===== config.mk =====
export PLATFORM = sky130hd
export DESIGN_NAME = round_scheduler
export DESIGN_NICKNAME = d
export VERILOG_FILES = /design/src/rtl/round_pkg.sv /design/src/rtl/round_slot_bank.sv /design/src/rtl/round_scheduler.sv
export SDC_FILE = /design/constraint.sdc
export NUM_CORES = 1
export LEC_CHECK = 0
export CAP_MARGIN = 0
export CORE_MARGIN = 2
export CORE_UTILIZATION = 30
export CTS_CLUSTER_SIZE = 8
export DETAILED_ROUTE_END_ITERATION = 7
export SETUP_SLACK_MARGIN = 0.02
export SLEW_MARGIN = 40
export SYNTH_ARGS = -nofsm -noshare
export SYNTH_HDL_FRONTEND = slang
export SYNTH_SLANG_ARGS = --single-unit

===== constraint.sdc =====
create_clock -name clk -period 3.7 [get_ports clk]
set_input_delay 0.74 -clock clk [delete_from_list [all_inputs] [get_ports clk]]
set_output_delay 0.74 -clock clk [all_outputs]
set_load 0.02 [all_outputs]

===== src/rtl/round_pkg.sv =====
// Shared types and constants for the round scheduler and its slot bank.
package round_pkg;

  typedef enum logic [2:0] {
    StIdle,
    StFetch,
    StShow,
    StPlay,
    StTally,
    StDone
  } state_e;

  typedef logic [3:0] letter_t;

  localparam int unsigned NUM_ALPH_DEF = 5;
  localparam int unsigned ROUNDS_DEF   = 4;
  localparam int unsigned PASS_MIN_DEF = 3;
  localparam int unsigned SCORE_MAX    = 255;
  // Wide enough to index up to 8 letters per round
  localparam int unsigned IDX_W        = 3;

  // Game total never wraps; it sticks at SCORE_MAX
  function automatic logic [7:0] sat_add(input logic [7:0] a, input logic [3:0] b);
    logic [8:0] s;
    s = {1'b0, a} + {5'b0, b};
    return (s > 9'(SCORE_MAX)) ? 8'(SCORE_MAX) : s[7:0];
  endfunction

endpackage


===== src/rtl/round_slot_bank.sv =====
// Letter/valid storage for one round: indexed write, clear-all, lowest-index
// match-and-clear, plus any-valid and duplicate-detect flags.
module round_slot_bank import round_pkg::*; #(
  parameter int unsigned NUM_ALPH = NUM_ALPH_DEF
) (
  input  logic             clk,
  input  logic             rst,
  input  logic             wr_en,
  input  logic [IDX_W-1:0] wr_idx,
  input  letter_t          wr_sym,
  input  logic             clr_all,
  input  logic [IDX_W-1:0] rd_idx,
  output letter_t          rd_sym,
  input  letter_t          match_sym,
  input  logic             match_clr,
  output logic             match_found,
  output logic             remain_any,
  output logic             any_valid,
  output logic             dup
);

  letter_t             slot_q [NUM_ALPH];
  logic [NUM_ALPH-1:0] valid_q, valid_d;
  logic [NUM_ALPH-1:0] match_oh;

  // Lowest-index match wins: scan from the top so the lowest hit is written last
  always_comb begin
    match_oh = '0;
    for (int i = int'(NUM_ALPH) - 1; i >= 0; i--) begin
      if (valid_q[i] && (slot_q[i] == match_sym)) begin
        match_oh    = '0;
        match_oh[i] = 1'b1;
      end
    end
  end

  // Read mux, status flags and duplicate detect against the incoming letter
  always_comb begin
    rd_sym = '0;
    dup    = 1'b0;
    for (int i = 0; i < int'(NUM_ALPH); i++) begin
      if (rd_idx == IDX_W'(i)) rd_sym = slot_q[i];
      if (valid_q[i] && (slot_q[i] == wr_sym)) dup = 1'b1;
    end
    match_found = |match_oh;
    any_valid   = |valid_q;
    remain_any  = |(valid_q & ~match_oh);
  end

  // Next valid vector; write and match-clear never happen in the same state
  always_comb begin
    valid_d = valid_q;
    if (clr_all) begin
      valid_d = '0;
    end else if (wr_en) begin
      for (int i = 0; i < int'(NUM_ALPH); i++) begin
        if (wr_idx == IDX_W'(i)) valid_d[i] = 1'b1;
      end
    end else if (match_clr) begin
      valid_d = valid_q & ~match_oh;
    end
  end

  // Slot storage
  always_ff @(posedge clk or negedge rst) begin
    if (!rst) begin
      valid_q <= '0;
      for (int i = 0; i < int'(NUM_ALPH); i++) slot_q[i] <= '0;
    end else begin
      valid_q <= valid_d;
      for (int i = 0; i < int'(NUM_ALPH); i++) begin
        if (wr_en && (wr_idx == IDX_W'(i))) slot_q[i] <= wr_sym;
      end
    end
  end

endmodule


===== src/rtl/round_scheduler.sv =====
// Round-level sequencer for the trainer's game mode: fetch letters from the
// RNG, present each for one 2 s period, score player entries, tally.
// Optional build macro ROUND_DEDUP_EN: reject letters already held this round.
module round_scheduler import round_pkg::*; #(
  parameter int unsigned NUM_ALPH = NUM_ALPH_DEF,
  parameter int unsigned ROUNDS   = ROUNDS_DEF,
  parameter int unsigned PASS_MIN = PASS_MIN_DEF
) (
  input  logic       clk,
  input  logic       rst,
  input  logic       start,
  output logic       rng_req,
  input  logic       rng_ack,
  input  logic [3:0] rng_sym,
  output logic       show_en,
  output logic [3:0] show_sym,
  output logic       tmr_req,
  input  logic       tmr_done,
  output logic       gt_allow,
  input  logic       gt_stop,
  input  logic       ply_load,
  input  logic [3:0] ply_sym,
  output logic       hit,
  output logic       miss,
  output logic [1:0] round_idx,
  output logic [3:0] round_score,
  output logic [7:0] total_score,
  output logic       level_up,
  output logic       done
);

`ifdef ROUND_DEDUP_EN
  localparam bit DEDUP = 1'b1;
`else
  localparam bit DEDUP = 1'b0;
`endif

  localparam logic [IDX_W-1:0] LAST_K = IDX_W'(NUM_ALPH - 1);
  localparam logic [1:0]       LAST_R = 2'(ROUNDS - 1);
  localparam logic [3:0]       PASS   = 4'(PASS_MIN);

  state_e           state_q, state_d;
  logic [IDX_W-1:0] k_q, k_d;
  logic             rng_req_q, rng_req_d;
  logic             tmr_req_q, tmr_req_d;
  logic             hit_q, hit_d, miss_q, miss_d;
  logic [1:0]       round_idx_q, round_idx_d;
  logic [3:0]       score_q, score_d;
  logic [7:0]       total_q, total_d;

  logic    wr_en, clr_all, match_clr;
  logic    match_found, remain_any, any_valid, dup;
  letter_t rd_sym;

  round_slot_bank #(
    .NUM_ALPH (NUM_ALPH)
  ) u_slots (
    .clk         (clk),
    .rst         (rst),
    .wr_en       (wr_en),
    .wr_idx      (k_q),
    .wr_sym      (rng_sym),
    .clr_all     (clr_all),
    .rd_idx      (k_q),
    .rd_sym      (rd_sym),
    .match_sym   (ply_sym),
    .match_clr   (match_clr),
    .match_found (match_found),
    .remain_any  (remain_any),
    .any_valid   (any_valid),
    .dup         (dup)
  );

  // Next-state, counters, handshakes and scoring
  always_comb begin
    state_d     = state_q;
    k_d         = k_q;
    rng_req_d   = rng_req_q;
    tmr_req_d   = 1'b0;
    hit_d       = 1'b0;
    miss_d      = 1'b0;
    round_idx_d = round_idx_q;
    score_d     = score_q;
    total_d     = total_q;
    wr_en       = 1'b0;
    clr_all     = 1'b0;
    match_clr   = 1'b0;
    unique case (state_q)
      StIdle, StDone: begin
        if (start) begin
          state_d     = StFetch;
          k_d         = '0;
          round_idx_d = '0;
          score_d     = '0;
          total_d     = '0;
          clr_all     = 1'b1;
        end
      end
      StFetch: begin
        // Request goes low for a cycle after every ack
        if (!rng_req_q) begin
          rng_req_d = 1'b1;
        end else if (rng_ack) begin
          rng_req_d = 1'b0;
          if (!(DEDUP && dup)) begin
            wr_en = 1'b1;
            if (k_q == LAST_K) begin
              state_d   = StShow;
              k_d       = '0;
              tmr_req_d = 1'b1;
            end else begin
              k_d = k_q + 1'b1;
            end
          end
        end
      end
      StShow: begin
        if (tmr_done) begin
          if (k_q == LAST_K) begin
            state_d = StPlay;
            k_d     = '0;
          end else begin
            k_d       = k_q + 1'b1;
            tmr_req_d = 1'b1;
          end
        end
      end
      StPlay: begin
        if (ply_load) begin
          match_clr = 1'b1;
          if (match_found) begin
            hit_d   = 1'b1;
            score_d = score_q + 4'd1;
          end else begin
            miss_d = 1'b1;
          end
        end
        // Entry is scored on the same edge that leaves for TALLY
        if (gt_stop || !any_valid || (ply_load && match_found && !remain_any)) begin
          state_d = StTally;
        end
      end
      StTally: begin
        total_d = sat_add(total_q, score_q);
        score_d = '0;
        clr_all = 1'b1;
        k_d     = '0;
        if (round_idx_q == LAST_R) begin
          state_d = StDone;
        end else begin
          round_idx_d = round_idx_q + 2'd1;
          state_d     = StFetch;
        end
      end
      default: state_d = StIdle;
    endcase
  end

  // State and datapath registers
  always_ff @(posedge clk or negedge rst) begin
    if (!rst) begin
      state_q     <= StIdle;
      k_q         <= '0;
      rng_req_q   <= 1'b0;
      tmr_req_q   <= 1'b0;
      hit_q       <= 1'b0;
      miss_q      <= 1'b0;
      round_idx_q <= '0;
      score_q     <= '0;
      total_q     <= '0;
    end else begin
      state_q     <= state_d;
      k_q         <= k_d;
      rng_req_q   <= rng_req_d;
      tmr_req_q   <= tmr_req_d;
      hit_q       <= hit_d;
      miss_q      <= miss_d;
      round_idx_q <= round_idx_d;
      score_q     <= score_d;
      total_q     <= total_d;
    end
  end

  // Outputs decoded from state so they drop with the asynchronous reset
  always_comb begin
    rng_req     = rng_req_q;
    tmr_req     = tmr_req_q;
    show_en     = (state_q == StShow);
    show_sym    = show_en ? rd_sym : 4'd0;
    gt_allow    = (state_q == StPlay);
    hit         = hit_q;
    miss        = miss_q;
    round_idx   = round_idx_q;
    round_score = score_q;
    total_score = total_q;
    level_up    = (state_q == StTally) && (score_q >= PASS);
    done        = (state_q == StDone);
  end

endmodule


* After elaboration in Yosys (flattened, before gate mapping)
Index checks and enable logic that the tools add are counted.
** Cells by class
- Add/sub/neg operators :: 4
- Multiply operators :: 0
- Divide/modulo/power cells :: 0
- Order comparisons :: 2
- Equality and inequality tests :: 30
- Shift-type cells :: 0
- Mux-type cells :: 65
- Bitwise gates (word level) :: 2
- Reduce and logical (&&, ||, !) cells :: 37
** Operators by type and width (count)
- $mux W5 :: 8
- $mux W3 :: 13
- $mux W4 :: 9
- $mux W1 :: 24
- $eq A4 B4 Y1 :: 5
- $mux W8 :: 2
- $pmux W8 S2 :: 1
- $ne A3 B3 Y1 const B :: 5
- $pmux W3 S5 :: 1
- $reduce_or A5 Y1 :: 3
- $logic_and A1 B1 Y1 :: 13
- $eq A3 B2 Y1 const B :: 4
- $pmux W3 S4 :: 1
- $pmux W4 S3 :: 1
- $reduce_and A2 Y1 :: 6
- $ne A2 B1 Y1 const B :: 5
- $ne A2 B2 Y1 const B :: 5
- $add A8 B4 Y9 :: 1
- $eq A3 B3 Y1 const B :: 3
- $gt A9 B8 Y1 const B :: 1
- $reduce_and A7 Y1 :: 1
- $eq A3 B1 Y1 const B :: 2
- $logic_not A3 Y1 :: 2
- $reduce_bool A3 Y1 :: 2
- other kinds (18) :: 22
** Storage, ports and cells
- Bits in registers :: 49
- Bits in latches :: 0
- Memory bits (writable) :: 0
- Bits in read-only memories :: 0
- Input port bits :: 15
- Output and inout port bits :: 26
- Logic and storage cells :: 159
- Memories kept :: 0

* Depth between registers and ports, before layout
Gate-level depths: netlist of run 1.
- Word-level depth :: 15
- Depth in mapped cells :: 9
- Mapped depth without buffers :: 9

* Modules after synthesis
A second synthesis of run 1 with hierarchy kept.
** Unflattened totals
- Cells, all modules :: 348
- Area total of the unflattened synthesis :: 3249.4 sq um
** By module, submodules not included
- round_slot_bank :: instances 1, cells an instance 187, area an instance 1798.0 sq um
- round_scheduler :: instances 1, cells an instance 161, area an instance 1451.4 sq um

* Least setup slack after synthesis of run 1
Ideal clock, no wire load.
- Path type :: flip-flop to output port
- From :: register k_q[0]
- To :: output show_sym[0]
- Data arrival time :: 1.904 ns
- Path slack :: 1.056 ns
- Cell stages (with the launch flop) :: 8
- Buffers on the path :: 0
- Cells stage by stage :: dfrtp_1 -> inv_1 -> ha_1 -> nor3b_1 -> a222oi_1 -> nor3_1 -> a21oi_1 -> a211oi_1
** Between the ends
- Longest elaborated chain between the ends :: 7
** RTL lines
- start: declaration :: RTL line round_scheduler.sv:43 : logic [IDX_W-1:0] k_q, k_d;
- start signal: assignment :: RTL line round_scheduler.sv:173 : k_q <= k_d;
- $logic_not A3 Y1 :: RTL line round_slot_bank.sv:42 : if (rd_idx == IDX_W'(i)) rd_sym = slot_q[i];
- $mux W4 (4 in series) :: RTL line round_slot_bank.sv:42
- $mux W4 * :: RTL line round_slot_bank.sv:42
- $mux W4 * :: RTL line round_scheduler.sv:189 : show_sym = show_en ? rd_sym : 4'd0;
- end: declaration :: RTL line round_scheduler.sv:16 : output logic [3:0] show_sym,
Mark *: on every way between the ends. The rest lies on a longest branch, timed or not.

* Final worst setup path of run 1
- From :: register k_q[1]
- To :: output show_sym[2]
The elaborated chain is that of the path after synthesis.

==> flow_summary.json, run 1 <==
{
  "fmax_ghz": 0.290,
  "ys.flop_type": "dfrtp_1",
  "clkLatencyLatePin_ps": 310,
  "syn_avg_cell_area_sq_um": 10.0,
  "p_leak_nw": 1.57,
  "synth_top_family_by_area": "compound AO/OA/AOI/OAI gates",
  "place_ws_ps": 377,
  "rsz0062_at_grt": "no",
  "cts_tree": "built",
  "power_density_nw_per_um2": 581,
  "yosysSeqAreaShare": 0.411,
  "nNetsFinal": 364,
  "wire_per_inst_um": 14.9,
  "synthCells": 297,
  "path_clk_slew_ps": 100,
  "via_count": 2377,
  "criticalPathCategory": "reg -> out",
  "fin_hold_ws_ps": 415,
  "postCtsSetupBuffers": 0,
  "multi_input_area_sq_um": 1630,
  "synth_nets": 324,
  "synthAdderAreaFrac": 0.0529,
  "seqCellArea_sq_um": 1230,
  "yosys.area_share.simple": 0.154,
  "holdCritPathClass": "in -> async",
  "synthArstFlopShare": 1.00,
  "fin_ws_ps": 246,
  "netlist_area_sq_um": 2980,
  "wirelength_mm": 7.01,
  "status": "finished, final reports clean",
  "ios": 41,
  "end_kind": "output port",
  "htreeDepth": 2,
  "min_period_over_period": 0.934,
  "hold_viol_final": 0,
  "clockBufferDepth": 2,
  "die_x_um": 104,
  "grt_max_degree": 27,
  "ir_drop_mv": 0.231,
  "synth_warnings": 0,
  "die_h_um": 104,
  "cts.sinks": 49,
  "maxSlewViolCount": 0,
  "synth_xor_xnor_area_share": 0.0852,
  "root_buffer": "clkbuf_8",
  "critPathRequiredTime_ps": 2960,
  "synth_compound_area_frac": 0.168,
  "diodes": 0,
  "postRouteAntennaNets": 0,
  "syn_to_final_growth_pct": 21.2,
  "hpwl_mm": 5.38,
  "arrival_ps": 2710,
  "start_util": 0.307,
  "fin_area_sq_um": 3620,
  "synth_edf_count": 0,
  "grt_pass1_wl_mm": 11.7,
  "layout-drive-gt1-share": 0.0828,
  "fin_crit_ps": 3450,
  "routed_via_density": 5.05,
  "tns_ps": 0,
  "antenna_found_initial": 0,
  "placed_area_sq_um": 3500,
  "utilization": 0.372,
  "fill_cells": 1015,
  "maxCapViolCount": 0,
  "synth_top_cell_by_area": "dfrtp_1",
  "yosysTopAreaCellShare": 0.411,
  "fin_worst_skew_ps": 8.53,
  "cts_made_buffers": 5,
  "core_area_sq_um": 9730,
  "rows": 36,
  "rrSetupSlack_ps": 1380,
  "startpoint_type": "flop",
  "grt_pass1_vias": 2349,
  "first_pass_iters": 7,
  "synthMuxAreaShare": 0.0856,
  "die-area_sq_um": 10800,
  "first_iter_violations": 153,
  "io_buffers": 40,
  "relSlewSlack": 0.499,
  "tightest_slew_ps": 751,
  "crit_path_max_fanout": 5,
  "grt_remaining_overflow": 0,
  "synth_area_leaders": "dfrtp_1 (41%), mux2_1 (7.6%), ha_1 (4.6%), nand2_1 (4.5%), xor2_2 (3.8%)",
  "grt_usage": 0.134,
  "gp_congestion": 0.859,
  "ys_ff_latch": 49,
  "drc": 0,
  "finalSetupViolCount": 0,
  "synth.distinct_cells": 55
}
## report_power, final
group          switching (W)  internal (W)  total [W]
clock network       0.000188      0.000203   0.000392
logic               0.000458      0.000370   0.000828
registers           0.000194      0.000686   0.000880
## cells in the final DEF, fill, tap and decap left out, types with 4 or more instances in the layout
cell and count:
nor3_1 9, mux2_1 20, xnor2_1 4, o21ai_1 10, clkdlybuf4s50_1 39, o31ai_1 4
nand3_1 9, clkbuf_8 5, nor2b_1 5, a21o_1 4, a21oi_1 19, nor2_1 16
xor2_2 7, a222oi_1 5, inv_1 13, nand2_1 36, a211oi_1 5, ha_1 11
xor2_1 12, dfrtp_1 49
## worst paths after layout
kind | depth (start not counted) | endpoint | start
worst min-delay path | 1 | total_score[4] | rst
worst min register to register | 2 | total_score[0] | total_score[0]
max in group asynchronous | 2 | u_slots.slot_q[18] | rst
worst max register to register | 6 | state_q[0] | u_slots.slot_q[13]
min in group clk | 2 | total_score[0] | total_score[0]
worst max-delay path | 8 | show_sym[2] | k_q[1]
## area by class of cell
| class | count | area share |
|---|---|---|
| Clock buffer | 6 | 0.0201 |
| Clock inverter | 2 | 0.0107 |
| Inverter | 16 | 0.0166 |
| Multi-Input combinational cell | 222 | 0.452 |
| Sequential cell | 49 | 0.339 |
| Tap cell | 133 | 0.0460 |
| Timing Repair Buffer | 43 | 0.116 |
## worst max-delay path, cell delays in order, from the launching register on
cell and delay (ps):
dfrtp_1 430, inv_1 100, ha_1 180, nor2b_1 350, a222oi_1 130, nor3_1 150
a21oi_1 60, a211oi_1 330, clkdlybuf4s50_1 670
## synthesized netlist by cell type (all sizes together), types with 3 or more instances
cell	instances
a21oi	19
nor2	16
clkbuf	5
buf	5
nand4	3
o31ai	4
nor2b	5
mux2	20
xor2	19
a21o	4
dfrtp	49
xnor2	4
a222oi	5
ha	11
a21boi	3
nand3	9
nand2	36
nor4	4
mux2i	3
a211oi	5
inv	16
o21ai	12
nor3	10
## cells by family (layout without fill, tap and decap cells)
family | Yosys count | after routing
compound gates | 72 | 72
simple gates | 92 | 92
mux | 23 | 23
fa+ha+maj | 12 | 12
buf+inv | 26 | 67
flops | 49 | 49
xor+xnor | 23 | 23
## registers in the layout, summed over array words and instances (netlist names)
| signal | flops |
|---|---|
| rng_req | 1 |
| total_score | 8 |
| miss | 1 |
| hit | 1 |
| u_slots.valid_q | 5 |
| state_q | 3 |
| k_q | 3 |
| tmr_req | 1 |
| u_slots.slot_q | 20 |
| round_idx | 2 |
| round_score | 4 |
## timing repair
| item | 4_1_cts | 5_1_grt |
|---|---|---|
| gates resized for setup | 0 | 1 |
| hold buffers | 0 | 0 |
| setup endpoints to repair | 0 | 4 |
## per-layer routing
layer	up-vias	part of all wire	track usage	wire length, um
li1	1151	-	-	-
met1	1177	0.48	0.178	3360
met2	40	0.48	0.223	3340
met3	9	0.029	0.0208	203
met4	0	0.016	0.0483	110
met5	-	0	0	0
## through the flow
stage | std cells | total power (W)
after floorplan | 297 | 0.00146
after global placement | 463 | 0.00169
after detailed placement | 463 | 0.00171
after CTS | 471 | 0.00211
after global routing | 471 | 0.00226
final | 471 | 0.00210
No activity file was read; power rests on OpenSTA's default activity.
==> run 2: changes to the inputs <==
PLACE_DENSITY = 0.45   (was not set)
==> run 2 against run 1 <==
Combinational power increased by 0.7%. Largest power group unchanged. Global-route usage rose by 1.2 points. Clock skew rose by 3.5 ps. Sequential share of layout area shrank 0.082 points. Wire length rose by 6.7%. Via count down 0.93%. Critical path type unchanged. Hold slack better by 46 ps. Cell count did not move.
==> flow_summary.json, run 2 (synthesized netlist as in run 1, its figures left out) <==
{
  "root_buffer": "clkbuf_8",
  "min_period_over_period": 0.911,
  "tns_ps": 0,
  "cts_made_buffers": 5,
  "place_ws_ps": 338,
  "power_density_nw_per_um2": 587,
  "fin_crit_ps": 3370,
  "die_x_um": 104,
  "grt_pass1_vias": 2307,
  "rows": 36,
  "largest_reg_flops": 20,
  "rrSetupSlack_ps": 1420,
  "maxCapViolCount": 0,
  "start_util": 0.307,
  "total_power_w": 0.00213,
  "fin_ws_ps": 331,
  "cts.sinks": 49,
  "postRouteAntennaNets": 0,
  "die_h_um": 104,
  "rr_endpoint": "state_q[0]",
  "end_kind": "output port",
  "antenna_found_initial": 0,
  "rr_startpoint": "u_slots.slot_q[17]",
  "criticalPathCategory": "reg -> out",
  "critPathRequiredTime_ps": 2960,
  "ff2ff_path_depth": 6,
  "core_area_sq_um": 9730,
  "finalSetupViolCount": 0,
  "fin_worst_skew_ps": 12.0,
  "ir_drop_mv": 0.258,
  "drc": 0,
  "p_leak_nw": 1.57,
  "grt_usage": 0.147,
  "hpwl_mm": 5.61,
  "diodes": 0,
  "clockBufferDepth": 2,
  "clkLatencyLatePin_ps": 310,
  "first_iter_violations": 86,
  "wirelength_mm": 7.49,
  "htreeDepth": 2,
  "wire_per_inst_um": 15.9,
  "relSlewSlack": 0.511,
  "mostFrequentLayoutCell": "dfrtp_1",
  "hold_viol_final": 0,
  "crit_path_max_fanout": 5,
  "fmax_ghz": 0.297,
  "holdCritPathClass": "in -> async",
  "via_count": 2355,
  "die-area_sq_um": 10800,
  "grt_max_degree": 29,
  "ios": 41,
  "tightest_slew_ps": 734,
  "rsz0062_at_grt": "no",
  "grt_pass1_wl_mm": 12.6,
  "startpoint_type": "flop",
  "path_clk_slew_ps": 100,
  "status": "finished, final reports clean",
  "arrival_ps": 2630,
  "postCtsSetupBuffers": 0,
  "nNetsFinal": 364,
  "maxSlewViolCount": 0,
  "grt_remaining_overflow": 0,
  "syn_to_final_growth_pct": 21.5,
  "routed_via_density": 5.00,
  "cts_tree": "built",
  "io_buffers": 40,
  "gp_congestion": 0.762,
  "layout-drive-gt1-share": 0.0858,
  "regMostFlops": "u_slots.slot_q",
  "layout_common_cells": "dfrtp_1 (49), clkdlybuf4s50_1 (39), nand2_1 (36), mux2_1 (20), a21oi_1 (19)",
  "first_pass_iters": 5
}
==> run 2: worst max-delay path by stage <==
| stage | start | to | slack [ps] | depth (start not counted) |
|---|---|---|---|---|
| after floorplan | k_q[0] | show_sym[0] | 1060 | 7 |
| after global placement | ply_sym[0] | state_q[0] | 400 | 7 |
| after detailed placement | ply_sym[0] | state_q[0] | 340 | 7 |
| after CTS | k_q[0] | show_sym[0] | 110 | 8 |
| after global routing | k_q[0] | show_sym[0] | 130 | 8 |
| final | k_q[0] | show_sym[0] | 330 | 8 |
==> run 2: cell type report <==
| class | instances | area [sq um] |
|---|---|---|
| Timing Repair Buffer | 43 | 418 |
| Multi-Input combinational cell | 222 | 1630 |
| Tap cell | 133 | 166 |
| Clock inverter | 2 | 37.5 |
| Inverter | 16 | 60.1 |
| Clock buffer | 6 | 82.6 |
| Sequential cell | 49 | 1230 |
| Fill cell | 1030 | 6100 |
==> run 2: worst max-delay path: stages, from the launching register on <==
cell and delay, ps:
dfrtp_1 430, inv_1 90, ha_1 200, nor3b_2 290
a222oi_1 150, nor3_1 170, a21oi_1 70, a211oi_1 250
clkdlybuf4s50_1 670
==> run 2: metrics by stage <==
step	cells	util	hold WS, ps	cell area (sq um)
final	471	0.373	461	3620
after global routing	471	0.373	506	3620
after CTS	471	0.372	484	3620
after detailed placement	463	0.360	510	3500
after global placement	463	0.360	493	3500
after floorplan	297	-	444	2980
==> run 2: timing repair <==
action | in CTS | in global routing
hold buffers | 0 | 0
endpoints found under the setup margin | 0 | 4
gates resized for setup | 0 | 1
==> run 2: where the power goes <==
part           internal [W]  switching [W]
logic              0.000369       0.000465
registers          0.000686       0.000197
clock network      0.000220       0.000191
total               0.00128       0.000853
==> run 2: routing by layer <==
metal / up-vias / global-route usage / part of all wire
li1: 1148 / - / -
met1: 1154 / 0.215 / 0.50
met2: 46 / 0.227 / 0.45
met3: 7 / 0.0214 / 0.037
met4: 0 / 0.0376 / 0.011
met5: - / 0 / 0
